### config.mk
export PLATFORM = sky130hd
export DESIGN_NAME = bcd_display_scan_flat
export DESIGN_NICKNAME = d
export VERILOG_FILES = /design/src/rtl/bcd_display_scan_if.sv /design/src/rtl/bcd_display_scan.sv /design/src/flat_wrapper.sv
export SDC_FILE = /design/constraint.sdc
export NUM_CORES = 1
export LEC_CHECK = 0
export BUFFER_PORTS_ARGS = -buffer_cell sky130_fd_sc_hd__buf_2
export CORE_MARGIN = 4
export CORE_UTILIZATION = 35
export DETAILED_ROUTE_END_ITERATION = 8
export SETUP_SLACK_MARGIN = 0.15
export SLEW_MARGIN = 15
export SYNTH_ARGS = -nofsm -noshare
export SYNTH_HDL_FRONTEND = slang
export SYNTH_SLANG_ARGS = --single-unit
### constraint.sdc
create_clock -name clk -period 4.4 [get_ports clk]
set_input_delay 0.88 -clock clk [delete_from_list [all_inputs] [get_ports clk]]
set_output_delay 0.88 -clock clk [all_outputs]
set_load 0.01 [all_outputs]
### src/rtl/bcd_display_scan_if.sv
// rtl/bcd_display_scan_if.sv - BCD digit in / 7-segment scan out bundle for bcd_display_scan
// master drives the digits and strobes; slave is the display scanner.
interface bcd_display_scan_if;
   logic       load;
   logic [3:0] d3;
   logic [3:0] d2;
   logic [3:0] d1;
   logic [3:0] d0;
   logic       colon;
   logic       blank;
   logic [6:0] seg;
   logic       dp;
   logic [3:0] an;
   logic       scan_wrap;

   modport master (
      output load, d3, d2, d1, d0, colon, blank,
      input  seg, dp, an, scan_wrap
   );

   modport slave (
      input  load, d3, d2, d1, d0, colon, blank,
      output seg, dp, an, scan_wrap
   );
endinterface

### src/rtl/bcd_display_scan.sv
// rtl/bcd_display_scan.sv - latches four BCD digits and scans them onto a common-anode 7-segment bus
// Optional macro LEADING_ZERO_BLANK_EN suppresses leading zeros on digits 3 and 2.
module bcd_display_scan #(
   parameter int SCAN_DIV = 4,
   parameter int DIV_W    = 16
) (
   input  logic               clk,
   input  logic               reset,
   bcd_display_scan_if.slave  bus
);

   logic [3:0]       digit_q [4];
   logic [3:0]       digit_d [4];
   logic             colon_q, colon_d;
   logic [DIV_W-1:0] presc_q, presc_d;
   logic [1:0]       idx_q, idx_d;
   logic [3:0]       an_q, an_d;
   logic [6:0]       seg_q, seg_d;
   logic             dp_q, dp_d;
   logic             wrap_q, wrap_d;
   logic             term_cnt;
   logic             lead_blank;

   function automatic logic [6:0] decode(input logic [3:0] v);
      case (v)
         4'd0:    decode = 7'h40;
         4'd1:    decode = 7'h79;
         4'd2:    decode = 7'h24;
         4'd3:    decode = 7'h30;
         4'd4:    decode = 7'h19;
         4'd5:    decode = 7'h12;
         4'd6:    decode = 7'h02;
         4'd7:    decode = 7'h78;
         4'd8:    decode = 7'h00;
         4'd9:    decode = 7'h10;
         default: decode = 7'h3F;
      endcase
   endfunction

   always_comb begin
      digit_d = digit_q;
      colon_d = colon_q;
      if (bus.load) begin
         digit_d[3] = bus.d3;
         digit_d[2] = bus.d2;
         digit_d[1] = bus.d1;
         digit_d[0] = bus.d0;
         colon_d    = bus.colon;
      end

      term_cnt = (presc_q == DIV_W'(SCAN_DIV - 1));
      presc_d  = term_cnt ? '0 : presc_q + DIV_W'(1);
      idx_d    = term_cnt ? idx_q + 2'd1 : idx_q;
      wrap_d   = term_cnt && (idx_q == 2'd3);

      // Outputs are computed from the pre-edge index and digits, giving one cycle of latency.
      seg_d = decode(digit_q[idx_q]);
      dp_d  = !((idx_q == 2'd2) && colon_q);
      an_d  = ~(4'b0001 << idx_q);

`ifdef LEADING_ZERO_BLANK_EN
      lead_blank = ((idx_q == 2'd3) && (digit_q[3] == 4'd0)) ||
                   ((idx_q == 2'd2) && (digit_q[3] == 4'd0) && (digit_q[2] == 4'd0));
`else
      lead_blank = 1'b0;
`endif
      if (lead_blank) begin
         an_d  = 4'hF;
         seg_d = 7'h7F;
      end

      if (bus.blank) begin
         an_d = 4'hF;
      end
   end

   always_ff @(posedge clk or posedge reset) begin
      if (reset) begin
         for (int i = 0; i < 4; i++) begin
            digit_q[i] <= 4'd0;
         end
         colon_q <= 1'b0;
         presc_q <= '0;
         idx_q   <= 2'd0;
         an_q    <= 4'hF;
         seg_q   <= 7'h7F;
         dp_q    <= 1'b1;
         wrap_q  <= 1'b0;
      end else begin
         digit_q <= digit_d;
         colon_q <= colon_d;
         presc_q <= presc_d;
         idx_q   <= idx_d;
         an_q    <= an_d;
         seg_q   <= seg_d;
         dp_q    <= dp_d;
         wrap_q  <= wrap_d;
      end
   end

   assign bus.an        = an_q;
   assign bus.seg       = seg_q;
   assign bus.dp        = dp_q;
   assign bus.scan_wrap = wrap_q;

endmodule
### src/flat_wrapper.sv
// flat-port wrapper written by rule: the top's interface ports become plain ports
module bcd_display_scan_flat 
#(
   parameter int SCAN_DIV = 4,
   parameter int DIV_W    = 16
)
  (clk, reset, bus_load, bus_d3, bus_d2, bus_d1, bus_d0, bus_colon, bus_blank, bus_seg, bus_dp, bus_an, bus_scan_wrap);
  bcd_display_scan_if bus_i ();
  input  logic clk;
  input  logic reset;
  input wire logic [$bits(bus_i.load)-1:0] bus_load;
  input wire logic [$bits(bus_i.d3)-1:0] bus_d3;
  input wire logic [$bits(bus_i.d2)-1:0] bus_d2;
  input wire logic [$bits(bus_i.d1)-1:0] bus_d1;
  input wire logic [$bits(bus_i.d0)-1:0] bus_d0;
  input wire logic [$bits(bus_i.colon)-1:0] bus_colon;
  input wire logic [$bits(bus_i.blank)-1:0] bus_blank;
  output wire logic [$bits(bus_i.seg)-1:0] bus_seg;
  output wire logic [$bits(bus_i.dp)-1:0] bus_dp;
  output wire logic [$bits(bus_i.an)-1:0] bus_an;
  output wire logic [$bits(bus_i.scan_wrap)-1:0] bus_scan_wrap;
  assign bus_i.load = bus_load;
  assign bus_i.d3 = bus_d3;
  assign bus_i.d2 = bus_d2;
  assign bus_i.d1 = bus_d1;
  assign bus_i.d0 = bus_d0;
  assign bus_i.colon = bus_colon;
  assign bus_i.blank = bus_blank;
  assign bus_seg = bus_i.seg;
  assign bus_dp = bus_i.dp;
  assign bus_an = bus_i.an;
  assign bus_scan_wrap = bus_i.scan_wrap;
  bcd_display_scan #(.SCAN_DIV(SCAN_DIV), .DIV_W(DIV_W)) u_core (.clk(clk), .reset(reset), .bus(bus_i));
endmodule
# == Word level (Yosys, flattened, before mapping) ==
# Memories as Yosys holds them, arrays and structs flattened. A register that Yosys moved wholly into a read port is not among the register bits.
# Index checks and enable logic that the tools add are counted.
# word_totals
regBits,41
mem_bits_ro,112
inputBits,21
output_inout_bits,13
wordCells,28
mem_count,1
# mem_list
name,words,word_bits,read_ports,rd_clocked_by_memory_dff,wr,line_no,text
(name not given),16,7,1,1,0,bcd_display_scan.sv:25,case (v)
# op_classes
add_sub_neg,2
magnitude_cmp,1
eq_ne,3
shifts,1
mux,5
n_bitwise,2
reduce_logical,3
# op_table
op,count
"adder 16 x 1 -> 16 bit, second input constant",1
"equality test 16 x 2 -> 1 bit, second input constant",1
two-way mux 16 bit,1
two-way mux 4 bit,3
binary-select mux 4 bit (select 2 bit),1
"equality test 2 bit, second input constant",2
NOT 4 bit,1
"<< shifter 1 x 2 -> 4 bit, first input constant",1
"greater-or-equal comparator 3 bit, second input constant",1
NOT 2 -> 3 bit,1
"adder 2 x 1 -> 2 bit, second input constant",1
logical AND 1 bit,2
logical NOT 1 bit,1

# == Longest topological paths before layout ==
# depth
ltp_word,4
depth_mapped,7
mapped_depth_nobuf,6

# == Least setup slack after synthesis ==
# No wires, ideal clock.
# synth_timing
path_type,in2reg
startpoint,input port bus_load
endpoint,register u_core.digit_q[0] (netlist bit)
setup_time_ns,0.125
t_arrival_ns,1.739
required_time_ns,4.275
slack_ns,2.536
cell_stages,3
path_buffers,2
path_cell_list,clkbuf_1 -> buf_2 -> mux2_2
# synth_lines
item,line_no,text
"start, declared",flat_wrapper.sv:11,input wire logic [$bits(bus_i.load)-1:0] bus_load;
"end signal, assigned",bcd_display_scan.sv:90,digit_q <= digit_d;
"end, declared",bcd_display_scan.sv:12,logic [3:0] digit_q [4];
# No word-level cell between the ends.

# == Final worst setup path ==
# layout_timing
startpoint,register u_core.idx_q[0]
endpoint,register u_core.seg_q[3] (netlist: u_core.bus.seg[3])
# layout_between
elab_chain_len,4
# layout_rtl
item,line_no,text
"start, declared",bcd_display_scan.sv:16,"logic [1:0] idx_q, idx_d;"
"start signal, assigned",bcd_display_scan.sv:93,idx_q <= idx_d;
NOT 2 -> 3 bit (not written as such),bcd_display_scan.sv:57,seg_d = decode(digit_q[idx_q]);
binary-select mux 4 bit (select 2 bit),bcd_display_scan.sv:57,
two-way mux 4 bit (not written as such) (2 in series),bcd_display_scan.sv:57,
"end, declared",bcd_display_scan.sv:18,"logic [6:0] seg_q, seg_d;"
# No other way between the ends. The select of a mux whose other input is x is not followed.
# A chain may end at the register's enable or synchronous reset.

==> results <==
- Setup repair after global routing left no endpoint under its margin.
- The area of the mapped netlist is 2140 µm².
- The worst min-delay path startpoint is u_core.colon_q$_DFFE_PP0P_.
- The max-cap violation count is 0.
- Headroom to the max-slew limit came out at 34.0%.
- For this run, the slowest stage of the critical path takes 710 ps.
- Of all nets on the critical path, the largest fanout is 9.
- The final max-slew violation count is 0.
- The buffer count from post-CTS setup fixing is 0.
- The sequential cell area fraction in the yosys report is 56.7%.
- Sorting the synthesized cells by area gives the leading types as sky130_fd_sc_hd__dfrtp_1, sky130_fd_sc_hd__dfstp_2, sky130_fd_sc_hd__mux2_2, sky130_fd_sc_hd__ha_1, sky130_fd_sc_hd__xnor2_1.
- Entering global routing, the biggest net connects 49 pins.
- Yosys mapped the design onto 30 distinct sky130hd cell types.
- Dividing the detail-routed wire length by the instance count gives 13.8 µm.
- The share of final-layout standard cells stronger than drive strength 1 is 37.6%.
- The synthesis-stage register bit count is 48.
- The flow ran to the end, and the final reports show no timing, DRC or antenna violations.
- The average instance in the mapped netlist occupies 13.3 µm².
- The total number of yosys warnings is 0.
- The iteration-0 DRC count of the detailed router is 55.
- The kind of capture point of the worst setup path is a flip-flop.
- Summing all non-filler instances in the final layout gives an area of 2460 µm².
- The core region is 5920 µm².
- The cell count after synthesis came out at 161.
- The endpoint required time on the critical path is 4630 ps.
- The area of placed instances is 2380 µm².
- The worst ir drop on vdd is 0.000129 V.
- The horizontal extent of the die is 86.3 µm.
- The post-CTS clock slew at the launch and capture registers of the worst setup and hold paths is 80 ps.
- No sink is reached through more buffers than the 2 on the longest clock path.
- The time the worst path needs with I/O delays and setup is 2040 ps.
- The number of hold-repair buffers added at the cts stage is 0.
- TritonCTS created 5 clock buffers.
- The buffer cell driving the clock tree root is sky130_fd_sc_hd__clkbuf_8.
- In this run the worst hold path is classified as flip-flop to flip-flop.
- The final sum of negative setup slack is 0 ps.
- After global routing the overflow that remains totals 0.
- The number of cell rows is 28.
- The number of cells traversed by the worst hold path is 1.
- The data arrival time at the worst-slack endpoint is 2270 ps.
- The repair_antennas step left the layout with diodes totalling 0.
- The type of origin of the critical path is a flip-flop.
- The share of Yosys cell area claimed by the top area cell type is 42.0%.
- Setup violations remaining at the end of the flow were counted as 0.
- The count of nets left with antenna violations once routing finished came out at 0.
- The average vias per placed instance is 4.73.
- For the pin with the worst max-slew slack, the measured transition is 988 ps.
- The signal on the critical path passes through mux4_1, inv_1, ha_1, nand2b_1, a21oi_1.
- The slack of the worst reg-to-reg path is 2360 ps.
- The count of input and output buffers is 33.
- The net count of the finished layout is 228.
- The first TritonRoute pass finished after 4 iterations.
- The HPWL reported at the end of detailed placement is 2730 µm.
- The number of instances resized during post-cts repair is 0.
- The slowest stage cell on the critical path is sky130_fd_sc_hd__mux4_1.
- The final critical path takes up 46.3% of the cycle.
- The layout has 573 filler cells.
- The worst flop-to-flop path endpoint is u_core.bus.seg[3]$_DFF_PP1_.
- The die covers 7440 µm².
- The number of antenna violations at the first check in global routing is 0.
- The net count of the mapped netlist is 193.
- The startpoint-to-endpoint class of the critical path is flip-flop to flip-flop.
- The startpoint identified for the worst register-to-register timing path is u_core.idx_q[0]$_DFFE_PP0N_.
- The number of top-level pins is 34.
- The areal power density over the cells is 338 nW/µm².
- The sum of routed wire length over all layers is 3750 µm.
- The final weighted congestion of routability-driven global placement is 0.715.
- The clock arrives with 5.42 ps of skew.
- In this run the static leakage power is 1.08 nW.
- The remaining design rule violation count is 0.
- The via count of the first global-routing pass was 1358.
- The first global-routing pass estimated 6330 µm of wire.
- Measured along the y axis, the die boundary spans 86.3 µm.
- Summing internal, switching and leakage power gives 0.830 mW.
- The post-synthesis cell type with the largest combined area is sky130_fd_sc_hd__dfrtp_1.
- The starting density of the core is 36.2%.
- The final-report hold violation count was 0.
- The signed area change from the synthesized netlist to the final layout is 14.6%.
- The detailed-route via count is 1287.
- The path with the worst hold slack has its endpoint at u_core.bus.dp$_DFF_PP1_.
- Based on the critical path, the design can be clocked at up to 491 MHz.
- Clock tree synthesis found a total of 48 sinks.
- The overall track demand over capacity in global routing is 11.0%.
- The clock latency on the worst-skew pair is 290 ps.
- The depth of the worst register-to-register path is 5.
- The clock tree from TritonCTS is yes.
- The H-tree level count is 2.
[logic make-up (layout without fill, tap and decap cells)]
kind of cell / after synthesis / count (layout) / synth area share, %
AO/OA/AOI/OAI: 10 / 10 / 2.74
XOR/XNOR: 15 / 15 / 6.13
adder cells (fa/ha/maj): 11 / 11 / 6.42
buffers and inverters: 11 / 47 / 2.33
flip-flops: 48 / 48 / 56.7
multiplexers: 24 / 24 / 14.8
AND/OR/NAND/NOR: 42 / 42 / 10.9
[routing by layer]
| metal | vias up | share of wire [%] | global-route usage [%] |
|---|---|---|---|
| met5 | - | 0 | 0 |
| met4 | 0 | 1.5 | 4.25 |
| met3 | 7 | 5.2 | 2.95 |
| met2 | 26 | 44 | 17.0 |
| met1 | 622 | 49 | 14.7 |
| li1 | 632 | - | - |
[layout make-up]
class | instances | area (µm²) | share of cell area, %
clock buffers | 7 | 76.3 | 3.11
clock inverters | 1 | 5.00 | 0.204
inverters | 6 | 22.5 | 0.916
multi-input cells | 102 | 878 | 35.7
flip-flops and latches | 48 | 1220 | 49.5
well taps | 75 | 93.8 | 3.82
repair buffers | 33 | 165 | 6.72
[registers in the layout (all words and copies together), names as in the netlist]
register / cells
u_core.presc_q: 16
u_core.idx_q: 2
u_core.colon_q: 1
u_core.bus.an: 4
u_core.bus.scan_wrap: 1
u_core.digit_q: 16
u_core.bus.dp: 1
u_core.bus.seg: 7
[critical path, delay by kind of cell (launching register included)]
kind	cells	cell delay [ps]
mux	1	710
compound gates	1	140
buf+inv	1	140
flops	1	590
fa+ha+maj	1	250
simple gates	1	150
[how the worst max path moves through the flow]
stage | start | endpoint | cells after the start | slack [ps]
5_1_grt | u_core.idx_q[0]$_DFFE_PP0N_ | u_core.bus.seg[5]$_DFF_PP1_ | 6 | 2180
2_1_floorplan | reset | u_core.bus.scan_wrap$_DFF_PP0_ | 1 | 2400
3_5_place_dp | u_core.idx_q[0]$_DFFE_PP0N_ | u_core.bus.seg[3]$_DFF_PP1_ | 5 | 2350
6_report | u_core.idx_q[0]$_DFFE_PP0N_ | u_core.bus.seg[3]$_DFF_PP1_ | 5 | 2360
3_3_place_gp | u_core.idx_q[0]$_DFFE_PP0N_ | u_core.bus.seg[3]$_DFF_PP1_ | 5 | 2420
4_1_cts | u_core.idx_q[0]$_DFFE_PP0N_ | u_core.bus.seg[3]$_DFF_PP1_ | 5 | 2330
[layout by cell type (no fill, tap or decap), types with 6 or more instances in the layout]
cell type,count
sky130_fd_sc_hd__xnor2_1,14
sky130_fd_sc_hd__a21oi_1,6
sky130_fd_sc_hd__dfrtp_1,36
sky130_fd_sc_hd__nor2_1,8
sky130_fd_sc_hd__dfstp_2,12
sky130_fd_sc_hd__nand2_1,7
sky130_fd_sc_hd__nand3_1,6
sky130_fd_sc_hd__ha_1,11
sky130_fd_sc_hd__mux2_2,18
sky130_fd_sc_hd__buf_2,33
[cells in the mapped netlist (all sizes together)]
cell type / instances
a211oi: 2
a21oi: 6
a32oi: 1
and2: 1
and3: 3
and4: 4
buf: 2
clkbuf: 3
dfrtp: 36
dfstp: 12
ha: 11
inv: 6
mux2: 18
mux2i: 2
mux4: 4
nand2: 7
nand2b: 5
nand3: 6
nand4: 3
nor2: 8
nor2b: 1
nor3: 1
nor4: 2
nor4b: 1
o21ai: 1
xnor2: 14
xor2: 1
[stage by stage]
| step | worst slack (ps) | std cells | util, % | hold WS [ps] |
|---|---|---|---|---|
| CTS | 2330 | 272 | 41.5 | 490 |
| floorplan | 2400 | 161 | - | 372 |
| detailed placement | 2350 | 264 | 40.1 | 477 |
| finish | 2360 | 272 | 41.5 | 483 |
| global route | 2180 | 272 | 41.5 | 512 |
| global placement | 2420 | 264 | 40.1 | 463 |
[power breakdown]
part,total (mW),internal (mW),switching (mW),leakage (nW)
sequential,0.487,0.475,0.0120,0.586
combinational,0.0933,0.0448,0.0485,0.453
clock,0.250,0.112,0.138,0.0422
Note: power is estimated with default switching activity, not from simulation.
